$ cat config.mk
export PLATFORM = sky130hd
export DESIGN_NAME = fma16_addend_align
export DESIGN_NICKNAME = d
export VERILOG_FILES = /design/src/rtl/fma16_pkg.sv /design/src/rtl/fma16_rshift_sticky.sv /design/src/rtl/fma16_addend_align.sv
export SDC_FILE = /design/constraint.sdc
export NUM_CORES = 1
export LEC_CHECK = 0
export ABC_AREA = 0
export BUFFER_PORTS_ARGS = -buffer_cell sky130_fd_sc_hd__buf_2
export CORE_MARGIN = 4
export CORE_UTILIZATION = 52
export DETAILED_ROUTE_END_ITERATION = 6
export GPL_TIMING_DRIVEN = 0
export PLACE_DENSITY = 0.77
export REMOVE_ABC_BUFFERS = 1
export SYNTH_ARGS = -nofsm -noshare
export SYNTH_HDL_FRONTEND = slang
export SYNTH_SLANG_ARGS = --single-unit
$ cat constraint.sdc
create_clock -name clk -period 3.5 [get_ports clk]
set_input_delay 0.175 -clock clk [delete_from_list [all_inputs] [get_ports clk]]
set_output_delay 0.175 -clock clk [all_outputs]
set_load 0.01 [all_outputs]
$ cat src/rtl/fma16_pkg.sv
// fma16_pkg
//  Shared constants and types for the fma16 datapath.
//  NF      : fraction bits of a half-precision operand (significand = NF+1 bits)
//  BIAS    : exponent bias of the half-precision format
//  ALIGN_W : width of the aligned addend / sum field, shared with the normalizer
//  EW      : width of the signed internal exponent
//  Helper functions compute the product exponent and the addend alignment count.
package fma16_pkg;

    localparam int NF      = 10;
    localparam int BIAS    = 15;
    localparam int ALIGN_W = 3 * (NF + 1) + 3;
    localparam int EW      = 7;
    localparam int XW      = 5;
    localparam int SHW     = $clog2(ALIGN_W + 1);

    typedef logic signed [EW-1:0] exp_t;
    typedef logic signed [EW:0]   cnt_t;
    typedef logic [ALIGN_W-1:0]   align_t;
    typedef logic [SHW-1:0]       shamt_t;
    typedef logic [NF:0]          sig_t;
    typedef logic [XW-1:0]        bexp_t;

    // Xe+Ye-BIAS; with 5-bit biased inputs the result spans -15..47 and fits EW bits.
    function automatic exp_t product_exp(input bexp_t xe, input bexp_t ye);
        return exp_t'({2'b00, xe}) + exp_t'({2'b00, ye}) - exp_t'(BIAS);
    endfunction

    // Pe-Ze+(NF+2) in EW+1 bits; spans -34..59, so it can never overflow.
    function automatic cnt_t align_count(input exp_t pe, input bexp_t ze);
        return cnt_t'(pe) - cnt_t'({1'b0, ze}) + cnt_t'(NF + 2);
    endfunction

endpackage

$ cat src/rtl/fma16_rshift_sticky.sv
// fma16_rshift_sticky
//  Combinational barrel right shift of an ALIGN_W-bit field with sticky collection.
//  din    in   ALIGN_W  value to shift
//  shift  in   SHW      right-shift amount (ALIGN_W or more clears dout entirely)
//  dout   out  ALIGN_W  din >> shift
//  sticky out  1        OR of every bit shifted past bit 0
module fma16_rshift_sticky
    import fma16_pkg::*;
(
    input  align_t din,
    input  shamt_t shift,
    output align_t dout,
    output logic   sticky
);

    logic [2*ALIGN_W-1:0] wide;

    // Shifting inside a double-width field keeps the shifted-out bits in the
    // lower half, so the sticky bit is simply the OR of that half.
    always_comb begin
        wide   = {din, {ALIGN_W{1'b0}}} >> shift;
        dout   = wide[2*ALIGN_W-1:ALIGN_W];
        sticky = |wide[ALIGN_W-1:0];
    end

endmodule

$ cat src/rtl/fma16_addend_align.sv
// fma16_addend_align
//  Addend alignment stage of the fma16 datapath. Right-shifts the addend
//  significand into the ALIGN_W-bit sum field relative to the product exponent,
//  gathers shifted-out bits into a sticky bit and flags the product-kill and
//  addend-kill cases. Two-stage valid/ready pipeline with a whole-pipe stall.
//  clk       in   1        rising-edge clock
//  reset_n   in   1        synchronous reset, active low
//  in_valid  in   1        input beat present
//  in_ready  out  1        stage can accept an input beat
//  Xe, Ye    in   5        biased exponents of the multiplicands
//  Ze        in   5        effective biased exponent of the addend
//  Zm        in   NF+1     addend significand, hidden bit included
//  out_valid out  1        aligned beat present
//  out_ready in   1        consumer accepts the beat
//  Pe        out  EW       product exponent, signed
//  Am        out  ALIGN_W  aligned addend
//  ASticky   out  1        OR of addend bits shifted out of Am
//  KillProd  out  1        addend exponent dominates the product
//  KillZ     out  1        addend lies entirely below Am
module fma16_addend_align
    import fma16_pkg::*;
(
    input  logic   clk,
    input  logic   reset_n,
    input  logic   in_valid,
    output logic   in_ready,
    input  bexp_t  Xe,
    input  bexp_t  Ye,
    input  bexp_t  Ze,
    input  sig_t   Zm,
    output logic   out_valid,
    input  logic   out_ready,
    output exp_t   Pe,
    output align_t Am,
    output logic   ASticky,
    output logic   KillProd,
    output logic   KillZ
);

    exp_t   pe_c;
    cnt_t   acnt_c;
    shamt_t shift_c;
    logic   kill_prod_c;
    logic   kill_z_c;

    logic   s1_valid;
    exp_t   s1_pe;
    sig_t   s1_zm;
    shamt_t s1_shift;
    logic   s1_kill_prod;
    logic   s1_kill_z;

    align_t sh_out;
    logic   sh_sticky;

    // The whole pipe advances together; only a full, blocked output stalls it.
    assign in_ready = !out_valid || out_ready;

    // A negative count means the addend sits above the product: no shift.
    // A count past the field saturates to ALIGN_W so the shifter clears Am and
    // folds the entire significand into the sticky bit.
    always_comb begin
        pe_c        = product_exp(Xe, Ye);
        acnt_c      = align_count(pe_c, Ze);
        kill_prod_c = acnt_c < cnt_t'(0);
        kill_z_c    = acnt_c > cnt_t'(ALIGN_W - 1);
        if (kill_prod_c) begin
            shift_c = '0;
        end else if (kill_z_c) begin
            shift_c = shamt_t'(ALIGN_W);
        end else begin
            shift_c = acnt_c[SHW-1:0];
        end
    end

    always_ff @(posedge clk) begin
        if (!reset_n) begin
            s1_valid     <= 1'b0;
            s1_pe        <= '0;
            s1_zm        <= '0;
            s1_shift     <= '0;
            s1_kill_prod <= 1'b0;
            s1_kill_z    <= 1'b0;
        end else if (in_ready) begin
            s1_valid <= in_valid;
            if (in_valid) begin
                s1_pe        <= pe_c;
                s1_zm        <= Zm;
                s1_shift     <= shift_c;
                s1_kill_prod <= kill_prod_c;
                s1_kill_z    <= kill_z_c;
            end
        end
    end

    fma16_rshift_sticky u_rshift (
        .din    ({s1_zm, {(ALIGN_W - NF - 1){1'b0}}}),
        .shift  (s1_shift),
        .dout   (sh_out),
        .sticky (sh_sticky)
    );

    // Output data only loads with a real beat, so a stalled beat holds steady.
    always_ff @(posedge clk) begin
        if (!reset_n) begin
            out_valid <= 1'b0;
            Pe        <= '0;
            Am        <= '0;
            ASticky   <= 1'b0;
            KillProd  <= 1'b0;
            KillZ     <= 1'b0;
        end else if (in_ready) begin
            out_valid <= s1_valid;
            if (s1_valid) begin
                Pe       <= s1_pe;
                Am       <= sh_out;
                ASticky  <= sh_sticky;
                KillProd <= s1_kill_prod;
                KillZ    <= s1_kill_z;
            end
        end
    end

endmodule

==> flow_summary.ini <==
[finish]
fin_area_um2 = 5180
multi_input_area_um2 = 2840
area_growth_pct = 9.93
antennaDiodeCount = 0
fill_cells = 834
drive_gt1_frac = 0.219
fin_util = 0.591
regArea_um2 = 1490
nets = 669

[global_routing]
first_global_vias = 4049
grt_pass1_wl_um = 20700
grt_overflow = 0
grt.total_usage = 0.246
antenna_found_initial = 0
grt_start_max_net_pins = 73

[setup_path]
path_class = input port to flip-flop
cp.required_ps = 3760
arrival_ps = 3580
crit_fanout = 6
rr_worst_depth = 7
reg2reg_from = s1_shift[2]
startpoint_type = input port
rrSetupSlack_ps = 270
rr_endpoint = ASticky
cp-end-kind = flip-flop

[sta]
finalHoldViolCount = 0
clock_skew_ps = 7.29
fin_crit_sh = 0.949
layout_setup_ws_ps = 179
slew_headroom = 0.200
fin_crit_ps = 3320
max_freq_mhz = 301
drv_slew = 0
finalSetupViolations = 0
tightestPinTransition_ps = 1200

[floorplan]
ios = 78
start_util = 0.538
die_height_um = 103
fp.coreArea_um2 = 8760
dieWidth_um = 103
dieArea_um2 = 10600
rows = 34

[placed_design]
port-buffer-count = 77
gp_congestion = 0.943
dpl_cell_area_um2 = 4940
place_ws_ps = -323
hpwl_um = 9150

[synthesis]
muxShareOfSynthArea = 0.0972
yosys.area_share.simple = 0.189
postSynthAreaPerCell_um2 = 8.33
ys_seq_area_frac = 0.314
syn-instance-count = 566
synth_xor_area_frac = 0.00929
synth-main-ff-cell = dfxtp_1
synth_adder_area_share = 0.0616
yosys_register_bits = 74
synth_area_um2 = 4710
ys_async_sr_fraction = 0
yosys_warnings = 0
synth_compound_area_frac = 0.240
synth_top_family_by_area = compound AO/OA/AOI/OAI gates
synth_edf_count = 0
synth_cell_types = 78

[cts]
cts_buffers = 9
cts_tree = done
cts_hold_buf = 0
worstSkewPairLatency_ps = 350
cts.sinks = 74
h-tree-depth = 3
clkTransAtPathRegs_ps = 80
clockRootBuffer = clkbuf_8
cts_buffer_depth = 2

[status]
outcome = finished clean

[hold_path]
holdPathEnd = s1_zm[10]
hp-start = Zm[10]
holdPathStages = 3
hp-class = input port to flip-flop

[power_and_ir_drop]
p_per_area_nw_per_um2 = 484
leakage_uw = 0.00216
vdd_ir_drop_max_mv = 0.258

[route]
ant_nets = 0
firstDrtPassIters = 6
vias = 4363
avgViaCountPerCell = 5.98
drt_iter0_drc = 366
detail_route.wl_per_cell_um = 17.6
post-route-drc-count = 0
wl_um = 12900

[run]
maxCapViolCount = 0
state kept, by name (all words and copies together), names as in the netlist:
signal        cells
Pe                7
s1_shift          6
s1_zm            11
s1_valid          1
KillProd          1
ASticky           1
s1_pe             7
KillZ             1
Am               36
s1_kill_prod      1
s1_kill_z         1
out_valid         1
through the flow:
stage          setup TNS, ps  cells  hold slack (ps)  total power [uW]
6_report                   0    729             50.9              2510
5_1_grt                -2.95    729             50.2              2650
4_1_cts                    0    727             40.1              2450
3_5_place_dp           -1210    712              420              1780
3_3_place_gp            -893    712              416              1760
2_1_floorplan              0    527              293              1560
placed cells by master (no fill, tap or decap), types with 8 or more instances in the layout:
cell type  Yosys  routed
dfxtp_1       74      70
ha_1          20      19
inv_1         31      31
mux2_2         8       8
a22oi_1       28      28
o21ai_0       11      10
buf_2          2      77
nand2_1       77      75
nor2_1        65      65
clkbuf_8      11      10
mux2i_1       17      17
o22ai_1        8       8
a21oi_1       50      48
nor3_1        14      14
cell usage after synthesis (3+ instances only):
| cell | n | share of area |
|---|---|---|
| nand2_1 | 77 | 0.061 |
| mux2i_1 | 17 | 0.036 |
| a211oi_1 | 4 | 0.0064 |
| o22ai_1 | 8 | 0.011 |
| o21a_1 | 5 | 0.0080 |
| clkbuf_8 | 11 | 0.032 |
| a21oi_1 | 50 | 0.053 |
| or4_1 | 3 | 0.0048 |
| mux2_2 | 8 | 0.019 |
| inv_1 | 31 | 0.025 |
| nor2_1 | 65 | 0.052 |
| nor3_1 | 14 | 0.015 |
| a21o_1 | 5 | 0.0080 |
| nor2b_1 | 4 | 0.0053 |
| a311oi_1 | 4 | 0.0074 |
| clkbuf_1 | 19 | 0.015 |
| and2_1 | 3 | 0.0040 |
| nand3b_1 | 6 | 0.0096 |
| dfxtp_1 | 74 | 0.31 |
| a32oi_1 | 3 | 0.0056 |
| nand3_1 | 5 | 0.0053 |
| xor2_1 | 3 | 0.0056 |
| a22oi_1 | 28 | 0.045 |
| mux2_1 | 3 | 0.0072 |
| ha_1 | 20 | 0.053 |
| o211ai_1 | 6 | 0.0096 |
| buf_6 | 4 | 0.0096 |
| o21ai_0 | 11 | 0.012 |
| mux4_2 | 6 | 0.029 |
| o21ai_1 | 5 | 0.0053 |
logic make-up (layout without fill, tap and decap cells):
kind of cell / count (synthesis) / after routing
DFF: 74 / 74
adders and majority gates: 22 / 22
and+or+nand+nor: 194 / 194
muxes: 36 / 36
xor gates and xnor gates: 5 / 5
buffers and inverters: 72 / 127
AOI/OAI and AO/OA: 163 / 163
final cells by class:
cell class,instances,share of cell area
Clock buffer,10,0.0266
Clock inverter,5,0.0106
Inverter,33,0.0239
Multi-Input combinational cell,420,0.549
Sequential cell,74,0.287
Tap cell,108,0.0261
Timing Repair Buffer,79,0.0773
metal layers:
layer	global-route usage	part of all wire
met2	0.379	0.46
met5	0	0
met3	0.0496	0.056
met1	0.337	0.46
met4	0.105	0.026
worst max-delay path, cell delays in order:
cell      delay, ps
buf_2           100
ha_1            290
ha_1            210
inv_1            70
fa_2            200
nor2b_1          50
o21a_1          170
or3_1           350
nand2_2         120
inv_1            50
ha_2            370
inv_1           100
a31oi_1         150
o21ai_1         100
a311oi_2        340
o21ai_2         150
or4_1           420
a21oi_1         150
power by group:
part	switching, uW	internal (uW)
logic	478	355
clock network	332	342
registers	109	891
worst max path at each step:
stage	from	end	slack (ps)	depth (start not counted)
3_3_place_gp	Xe[1]	s1_shift[0]	-240	18
6_report	Xe[1]	s1_shift[0]	180	18
2_1_floorplan	Xe[1]	s1_shift[3]	140	13
4_1_cts	Xe[1]	s1_shift[0]	1	15
5_1_grt	Xe[1]	s1_shift[0]	-3	18
3_5_place_dp	Xe[1]	s1_shift[0]	-320	18
what timing repair did:
action                     CTS  global route
setup endpoints to repair    1             5
gates resized for setup      1            11
buffers inserted             0             2
pin swaps                    0             1
No activity file was read; power rests on OpenSTA's default activity.
